--- src/rtl/tbu_sched_pkg.sv ---
// tbu_sched_pkg: shared constants and types for the traceback scheduler.
//   NBANK / DEPTH     survivor memory geometry (banks x words per bank)
//   BANK_W / ADDR_W   widths of bank selects and word addresses
//   state_t           scheduler FSM states (IDLE / TRAIN / DECODE)
//   bank_inc()        next bank index, wrapping NBANK-1 -> 0
package tbu_sched_pkg;

  localparam int NBANK  = 4;
  localparam int DEPTH  = 16;
  localparam int BANK_W = $clog2(NBANK);
  localparam int ADDR_W = $clog2(DEPTH);

  localparam logic [ADDR_W-1:0] ADDR_LAST  = ADDR_W'(DEPTH - 1);
  // An epoch needs one bank to train on and one to decode.
  localparam logic [1:0]        PEND_TRAIN = 2'd2;
  // With three complete banks pending, the only free bank is the one being written.
  localparam logic [1:0]        PEND_FULL  = 2'd3;

  typedef enum logic [1:0] {
    IDLE   = 2'd0,
    TRAIN  = 2'd1,
    DECODE = 2'd2
  } state_t;

  // Bank arithmetic relies on the bank select width wrapping naturally.
  function automatic logic [BANK_W-1:0] bank_inc(input logic [BANK_W-1:0] b);
    return b + 2'd1;
  endfunction

endpackage

--- src/rtl/tbs_dncnt.sv ---
// tbs_dncnt: 4-bit loadable down-counter with terminal-count flag.
//   clk, rst     clock, asynchronous active-low reset
//   load         load load_val (has priority over en)
//   en           decrement by one
//   load_val     value loaded on load
//   count_nxt    value the counter takes at the next edge
//   tc           current count is zero
module tbs_dncnt
  import tbu_sched_pkg::*;
(
  input  logic              clk,
  input  logic              rst,
  input  logic              load,
  input  logic              en,
  input  logic [ADDR_W-1:0] load_val,
  output logic [ADDR_W-1:0] count_nxt,
  output logic              tc
);

  logic [ADDR_W-1:0] count;

  // Next count: load beats decrement, otherwise hold.
  always_comb begin
    count_nxt = count;
    if (load) begin
      count_nxt = load_val;
    end else if (en) begin
      count_nxt = count - 4'd1;
    end else begin
      count_nxt = count;
    end
  end

  // Count register.
  always_ff @(posedge clk or negedge rst) begin
    if (!rst) begin
      count <= 4'd0;
    end else begin
      count <= count_nxt;
    end
  end

  assign tc = (count == 4'd0);

endmodule

--- src/rtl/tbu_sched.sv ---
// tbu_sched: survivor-memory write/read scheduler for a traceback unit.
//   clk, rst              clock, asynchronous active-low reset
//   in_valid / in_ready   ACS decision vector handshake
//   wr_en/wr_bank/wr_addr survivor-memory write port
//   rd_bank_0/rd_addr_0   training read port (TBU d_in_0)
//   rd_bank_1/rd_addr_1   decode read port (TBU d_in_1)
//   tbu_enable            TBU enable, aligned with read data
//   tbu_selection         0 = training, 1 = decode, aligned with read data
//   epoch_done            one-cycle pulse after a bank has been decoded
//   banks_pending         completed, not-yet-decoded banks
module tbu_sched
  import tbu_sched_pkg::*;
(
  input  logic              clk,
  input  logic              rst,
  input  logic              in_valid,
  output logic              in_ready,
  output logic              wr_en,
  output logic [BANK_W-1:0] wr_bank,
  output logic [ADDR_W-1:0] wr_addr,
  output logic [BANK_W-1:0] rd_bank_0,
  output logic [ADDR_W-1:0] rd_addr_0,
  output logic [BANK_W-1:0] rd_bank_1,
  output logic [ADDR_W-1:0] rd_addr_1,
  output logic              tbu_enable,
  output logic              tbu_selection,
  output logic              epoch_done,
  output logic [1:0]        banks_pending
);

  state_t            state;
  state_t            state_nxt;
  logic [BANK_W-1:0] oldest;
  logic [BANK_W-1:0] oldest_nxt;
  logic [1:0]        pending_nxt;
  logic              bank_done;
  logic              dec_done;
  logic              cnt_load;
  logic              cnt_en;
  logic              cnt_tc;
  logic [ADDR_W-1:0] cnt_nxt;

  assign wr_en     = in_valid & in_ready;
  assign bank_done = wr_en & (wr_addr == ADDR_LAST);
  assign dec_done  = (state == DECODE) & cnt_tc;

  // A bank completing and a decode finishing in the same cycle cancel out.
  always_comb begin
    pending_nxt = banks_pending;
    case ({bank_done, dec_done})
      2'b10:   pending_nxt = banks_pending + 2'd1;
      2'b01:   pending_nxt = banks_pending - 2'd1;
      default: pending_nxt = banks_pending;
    endcase
    if (dec_done) begin
      oldest_nxt = bank_inc(oldest);
    end else begin
      oldest_nxt = oldest;
    end
  end

  // FSM next state and counter reload; DECODE may chain straight into TRAIN.
  always_comb begin
    state_nxt = state;
    cnt_load  = 1'b0;
    case (state)
      IDLE: begin
        if (banks_pending >= PEND_TRAIN) begin
          state_nxt = TRAIN;
          cnt_load  = 1'b1;
        end else begin
          state_nxt = IDLE;
        end
      end
      TRAIN: begin
        if (cnt_tc) begin
          state_nxt = DECODE;
          cnt_load  = 1'b1;
        end else begin
          state_nxt = TRAIN;
        end
      end
      DECODE: begin
        if (!cnt_tc) begin
          state_nxt = DECODE;
        end else if (pending_nxt >= PEND_TRAIN) begin
          state_nxt = TRAIN;
          cnt_load  = 1'b1;
        end else begin
          state_nxt = IDLE;
        end
      end
      default: begin
        state_nxt = IDLE;
      end
    endcase
  end

  // Counter runs only while an epoch continues; it parks at zero when going idle.
  assign cnt_en = (state != IDLE) & (state_nxt != IDLE);

  tbs_dncnt u_dncnt (
    .clk       (clk),
    .rst       (rst),
    .load      (cnt_load),
    .en        (cnt_en),
    .load_val  (ADDR_LAST),
    .count_nxt (cnt_nxt),
    .tc        (cnt_tc)
  );

  // Scheduler state, bookkeeping and write pointers.
  always_ff @(posedge clk or negedge rst) begin
    if (!rst) begin
      state         <= IDLE;
      oldest        <= 2'd0;
      banks_pending <= 2'd0;
      in_ready      <= 1'b0;
      wr_bank       <= 2'd0;
      wr_addr       <= 4'd0;
    end else begin
      state         <= state_nxt;
      oldest        <= oldest_nxt;
      banks_pending <= pending_nxt;
      // Registered from the next pending count so it tracks banks_pending exactly.
      in_ready      <= (pending_nxt < PEND_FULL);
      if (wr_en) begin
        wr_addr <= wr_addr + 4'd1;
        if (wr_addr == ADDR_LAST) begin
          wr_bank <= bank_inc(wr_bank);
        end
      end
    end
  end

  // TBU control lags the FSM by one cycle to line up with synchronous read data.
  always_ff @(posedge clk or negedge rst) begin
    if (!rst) begin
      tbu_enable    <= 1'b0;
      tbu_selection <= 1'b0;
      epoch_done    <= 1'b0;
    end else begin
      tbu_enable    <= (state != IDLE);
      tbu_selection <= (state == DECODE);
      epoch_done    <= dec_done;
    end
  end

  // Read ports are loaded from next-state values so the address is valid in the
  // same cycle as the state it belongs to; an unused port keeps its last value.
  always_ff @(posedge clk or negedge rst) begin
    if (!rst) begin
      rd_bank_0 <= 2'd0;
      rd_addr_0 <= 4'd0;
      rd_bank_1 <= 2'd0;
      rd_addr_1 <= 4'd0;
    end else begin
      if (state_nxt == TRAIN) begin
        rd_bank_0 <= bank_inc(oldest_nxt);
        rd_addr_0 <= cnt_nxt;
      end
      if (state_nxt == DECODE) begin
        rd_bank_1 <= oldest_nxt;
        rd_addr_1 <= cnt_nxt;
      end
    end
  end

endmodule

--- config.mk ---
export PLATFORM = sky130hd
export DESIGN_NAME = tbu_sched
export DESIGN_NICKNAME = d
export VERILOG_FILES = /design/src/rtl/tbu_sched_pkg.sv /design/src/rtl/tbs_dncnt.sv /design/src/rtl/tbu_sched.sv
export SDC_FILE = /design/constraint.sdc
export NUM_CORES = 1
export LEC_CHECK = 0
export CAP_MARGIN = 0
export CORE_ASPECT_RATIO = 1.4
export CORE_MARGIN = 10
export CORE_UTILIZATION = 45
export CTS_CLUSTER_DIAMETER = 150
export CTS_CLUSTER_SIZE = 14
export DETAILED_ROUTE_END_ITERATION = 8
export PLACE_DENSITY = 0.71
export SLEW_MARGIN = 20
export SYNTH_ARGS = -nofsm -noshare
export SYNTH_HDL_FRONTEND = slang
export SYNTH_SLANG_ARGS = --single-unit
--- constraint.sdc ---
create_clock -name clk -period 6.19 [get_ports clk]
set_input_delay 0.9285 -clock clk [delete_from_list [all_inputs] [get_ports clk]]
set_output_delay 0.9285 -clock clk [all_outputs]
set_load 0.05 [all_outputs]
Word-level counts from Yosys, hierarchy flattened
Index checks and enable logic that the tools add are counted.
- flip-flop bits (word level): 32
- bits of input ports: 3
- output and inout bits: 25
- $add $sub $neg: 7
- magnitude comparators: 3
- equal/unequal tests: 7
- mux-type cells: 14
- bitwise operators: 4
- reductions and logical operators: 5
- operators by type and width (cell ; count):
    $add 2x1->2 const B ; 4
    $mux 4 ; 2
    $eq 2x1->1 const B ; 3
    $eq 2x2->1 const B ; 3
    $mux 1 ; 6
    $mux 2 ; 3
    $pmux 2 s3 ; 1
    $add 4x1->4 const B ; 1
    $and 1x1->1 ; 4
    $eq 4x4->1 const B ; 1
    $ge 2x2->1 const B ; 2
    $logic_not 4->1 ; 1
    $pmux 2 s2 ; 1
    $reduce_bool 2->1 ; 2
    $sub 4x1->4 const B ; 1
    $pmux 1 s3 ; 1
    $logic_not 2->1 ; 1
    $lt 2x2->1 const B ; 1
    $reduce_and 2->1 ; 1
    $sub 2x1->2 const B ; 1

Longest topological paths before layout
- depth after elaboration: 12
- depth in mapped cells: 12

Cells and area by module
Synthesis repeated with hierarchy kept, for this count alone.
- cell total of the unflattened synthesis: 124
- area total of the unflattened synthesis: 1478.9 um2
- modules (own cells, without submodules) (module ; instances ; cells an instance ; area each (um2) ; sequential area each (um2)):
    tbu_sched ; 1 ; 102 ; 1251.2 ; 700.7
    tbs_dncnt ; 1 ; 22 ; 227.7 ; 100.1

Least setup slack after synthesis
OpenSTA, ideal clock, no wires.
- path kind: input port to flip-flop
- start point: in in_valid
- end point: reg rd_bank_0[1]
- setup time: 125 ps
- arrival time: 3525 ps
- data required time: 6065 ps
- path slack: 2540 ps
- cell stages on the path: 8
- cell sequence: and2_1 > clkbuf_1 > nand4_1 > ha_1 > or4b_1 > a211o_1 > o21ai_4 > mux2_4
- cells in the longest elaborated chain, start to end: 9
- elaborated cells between the ends (all ways): 10
- RTL lines (what ; RTL line ; text):
    start, declared ; tbu_sched.sv:16 ; input logic in_valid,
    $and 1x1->1 (*) ; tbu_sched.sv:43 ; assign wr_en = in_valid & in_ready;
    net wr_en ; tbu_sched.sv:18 ; output logic wr_en,
    $and 1x1->1 (*) ; tbu_sched.sv:44 ; assign bank_done = wr_en & (wr_addr == ADDR_LAST);
    $eq 2x1->1 or $eq 2x2->1 (tied branches) ; tbu_sched.sv:50 ; case ({bank_done, dec_done})
    $pmux 2 s2 (*) ; tbu_sched.sv:50 ;
    $ge 2x2->1 (*) ; tbu_sched.sv:86 ; end else if (pending_nxt >= PEND_TRAIN) begin
    $mux 1 (*) ; tbu_sched.sv:86 ;
    $mux 2 (*) ; tbu_sched.sv:84 ; if (!cnt_tc) begin
    $pmux 2 s3 (*) ; tbu_sched.sv:66 ; case (state)
    net state_nxt[0] ; tbu_sched.sv:32 ; state_t state_nxt;
    $eq 2x1->1 (*) ; tbu_sched.sv:158 ; if (state_nxt == TRAIN) begin
    end signal, assigned ; tbu_sched.sv:159 ; rd_bank_0 <= bank_inc(oldest_nxt);
    end, declared ; tbu_sched.sv:21 ; output logic [BANK_W-1:0] rd_bank_0,
The timed path passes the listed nets; every way through them passes the cells marked *.
A chain may end at the register's enable or synchronous reset.

Worst setup path in the final report
- start point: in in_valid
- end point: out wr_en
- cells in the longest elaborated chain, start to end: 1
- RTL lines (what ; RTL line):
    $and 1x1->1 ; tbu_sched.sv:43
    end, declared ; tbu_sched.sv:18
Every way passes these cells.

==> impl_metrics.env <==
export IMPL_antenna_found_initial=0
export IMPL_detail_route_antenna_nets=0
export IMPL_first_iter_violations=53
export IMPL_syn_inst=144
export IMPL_final_nets=179
export IMPL_cts_resized_gates=0
export IMPL_cts_setup_buffers=0
export IMPL_die_h_um=89.34
export IMPL_hold_viol=0
export IMPL_dp_hpwl_um=2510
export IMPL_timing_rr_start="u_dncnt.count[0]$_DFF_PN0_"
export IMPL_ir_drop_v=0.0003831
export IMPL_fin_util_pct=57.61
export IMPL_grt_pass1_vias=1212
export IMPL_syn_area_per_cell_um2=10.73
export IMPL_via_per_inst=5.526
export IMPL_synth_distinct_cells=40
export IMPL_clock_fmax_mhz=292.3
export IMPL_synth_flop_cell="dfrtp_1"
export IMPL_max_slew_worst_pin_slew_ns=0.6969
export IMPL_dieArea_um2=6211
export IMPL_path_clk_slew_ns=0.06
export IMPL_synth_edf_count=0
export IMPL_die_width_um=69.53
export IMPL_layout_drive_gt1_share_pct=9.827
export IMPL_synth_most_common_cell="dfrtp_1"
export IMPL_htree_num_levels=2
export IMPL_synth_common_cells="dfrtp_1, nand2_1, nor2_1"
export IMPL_cts_root_buf="clkbuf_8"
export IMPL_rsz0062_at_grt="false"
export IMPL_gp_congestion=0.7974
export IMPL_core_area_um2=3347
export IMPL_required_ns=5.26
export IMPL_reg2reg_to="rd_bank_0[1]$_DFFE_PN0N_"
export IMPL_syn_nets=151
export IMPL_timing_setup_tns_ns=0
export IMPL_maxSlewViolCount=0
export IMPL_drt_wirelength_per_cell_um=16.30
export IMPL_critPathArrivalTime_ns=2.49
export IMPL_yosys_warnings=0
export IMPL_overflow=0
export IMPL_ctsHoldBuffers=0
export IMPL_synth_top_family_by_area="simple AND/OR/NAND/NOR gates"
export IMPL_hold_path_end="wr_bank[1]$_DFFE_PN0P_"
export IMPL_ios=28
export IMPL_hp_class="reg2reg"
export IMPL_num_rows=25
export IMPL_reg2reg_depth=9
export IMPL_first_pass_iters=4
export IMPL_crit_path_end_kind="primary output"
export IMPL_min_period_ns=3.421
export IMPL_clk_latency_ns=0.28
export IMPL_ys_ff_latch=32
export IMPL_place_port_buffers=27
export IMPL_hp_start="wr_bank[1]$_DFFE_PN0P_"
export IMPL_grt_start_max_net_pins=33
export IMPL_drc=0
export IMPL_dp_cells=205
export IMPL_leakage_nw=0.8067
export IMPL_cts_buffers=5
export IMPL_slew_headroom_pct=53.54
export IMPL_synth_compound_area_share_pct=12.39
export IMPL_crit_path_start_kind="input port"
export IMPL_cts_tree="yes"
export IMPL_synth_area_um2=1545
export IMPL_grt_usage_pct=12.46
export IMPL_placed_area_um2=1838
export IMPL_wl_um=3471
export IMPL_netlist_top_cells_area="dfrtp_1, xnor2_1, ha_1, nand2_1, nor2_1"
export IMPL_yosysTopAreaCell="dfrtp_1"
export IMPL_crit_type="in2out"
export IMPL_outcome="finished clean"
export IMPL_async_flop_share_pct=100.0
export IMPL_yosysSeqAreaShare_pct=51.82
export IMPL_clock_path_buffers=2
export IMPL_diodes=0
export IMPL_area_growth_pct=24.78
export IMPL_synth_xor_area_share_pct=7.368
export IMPL_cts_sinks=32
export IMPL_vias=1177
export IMPL_skew_ns=0.006417
export IMPL_grt_pass1_wl_um=6168
export IMPL_fin_cells=213
export IMPL_max_cap_violations=0
export IMPL_synth_fa_ha_area_share_pct=3.239
export IMPL_synthSimpleGateAreaFrac_pct=16.92
export IMPL_power_total_mw=1.041
export IMPL_rrSetupSlack_ns=2.83
export IMPL_setup_viol=0
export IMPL_start_util_pct=46.17
export IMPL_post_route_period_util_pct=55.27
export IMPL_synthMuxAreaShare_pct=3.806
export IMPL_fin_area_um2=1928
export IMPL_p_per_area_nw_per_um2=540.1
export IMPL_yosysTopAreaCellShare_pct=51.82
export IMPL_whs_path_depth=1
export IMPL_crit_fanout=6
==> logic make-up after synthesis <==
logic type	Yosys count
simple gates	50
flops	32
xor+xnor	13
mux	5
buf+inv	15
compound gates	25
fa+ha+maj	4
==> cell usage in the layout, fill, tap and decap left out, drive strengths merged, types with 3 or more instances in the layout <==
| cell type | Yosys | routed |
|---|---|---|
| dfrtp | 32 | 32 |
| nand2 | 13 | 13 |
| ha | 4 | 4 |
| a31oi | 3 | 3 |
| a2bb2oi | 4 | 4 |
| nor2 | 14 | 14 |
| o221ai | 4 | 4 |
| a21oi | 3 | 3 |
| clkdlybuf4s50 | 0 | 27 |
| mux2 | 4 | 4 |
| clkbuf | 5 | 8 |
| o21ai | 5 | 5 |
| xnor2 | 9 | 9 |
| xor2 | 4 | 4 |
| nor3 | 5 | 5 |
| nand4 | 3 | 3 |
| inv | 7 | 7 |
==> metal layers <==
metal	vias up	routed length, µm	GRT usage [%]
met4	0	115	7.706
met1	569	1383	12.42
met2	40	1682	20.92
met3	8	290	5.778
met5	-	0	0
li1	560	-	-
==> area by class of cell <==
cell class | count | area [µm²]
multi-input combinational | 97 | 675.6
sequential | 32 | 800.8
inverter | 7 | 26.28
tap | 40 | 50.05
clock buffer | 8 | 90.09
timing repair buffer | 29 | 285.3
fill | 287 | 1419
==> per-stage QoR <==
step	hold slack, ns	setup slack [ns]
global placement	0.4606	2.553
global route	0.5098	2.608
CTS	0.4886	2.760
detailed placement	0.4798	2.492
floorplan	0.4908	2.540
finish	0.4775	2.769
==> state kept, by name, summed over array words and instances (netlist names), 2 cells and up <==
register and count:
rd_bank_0 2, rd_addr_1 4, state 2, u_dncnt.count 4
banks_pending 2, wr_bank 2, rd_addr_0 4, oldest 2
rd_bank_1 2, wr_addr 4
==> worst max-delay path by stage <==
stage,startpoint,to,cells past startpoint
after floorplan,in_valid,rd_bank_0[1]$_DFFE_PN0N_,8
after global placement,in_valid,rd_bank_0[1]$_DFFE_PN0N_,8
after detailed placement,in_valid,rd_bank_0[1]$_DFFE_PN0N_,8
after CTS,in_valid,wr_en,3
after global routing,in_valid,rd_bank_0[1]$_DFFE_PN0N_,9
final,in_valid,wr_en,3
==> worst max-delay path, stage by stage <==
cell and delay (ns):
clkdlybuf4s50_1 0.45, and2_1 0.26, clkdlybuf4s50_1 0.86
==> where the power goes <==
group | leakage [nW] | switching (mW) | internal, mW
Combinational | 0.400 | 0.326 | 0.197
Sequential | 0.361 | 0.0783 | 0.277
Clock | 0.0455 | 0.0713 | 0.0905
Total | 0.807 | 0.476 | 0.565
(Power assumes the default switching activity.)
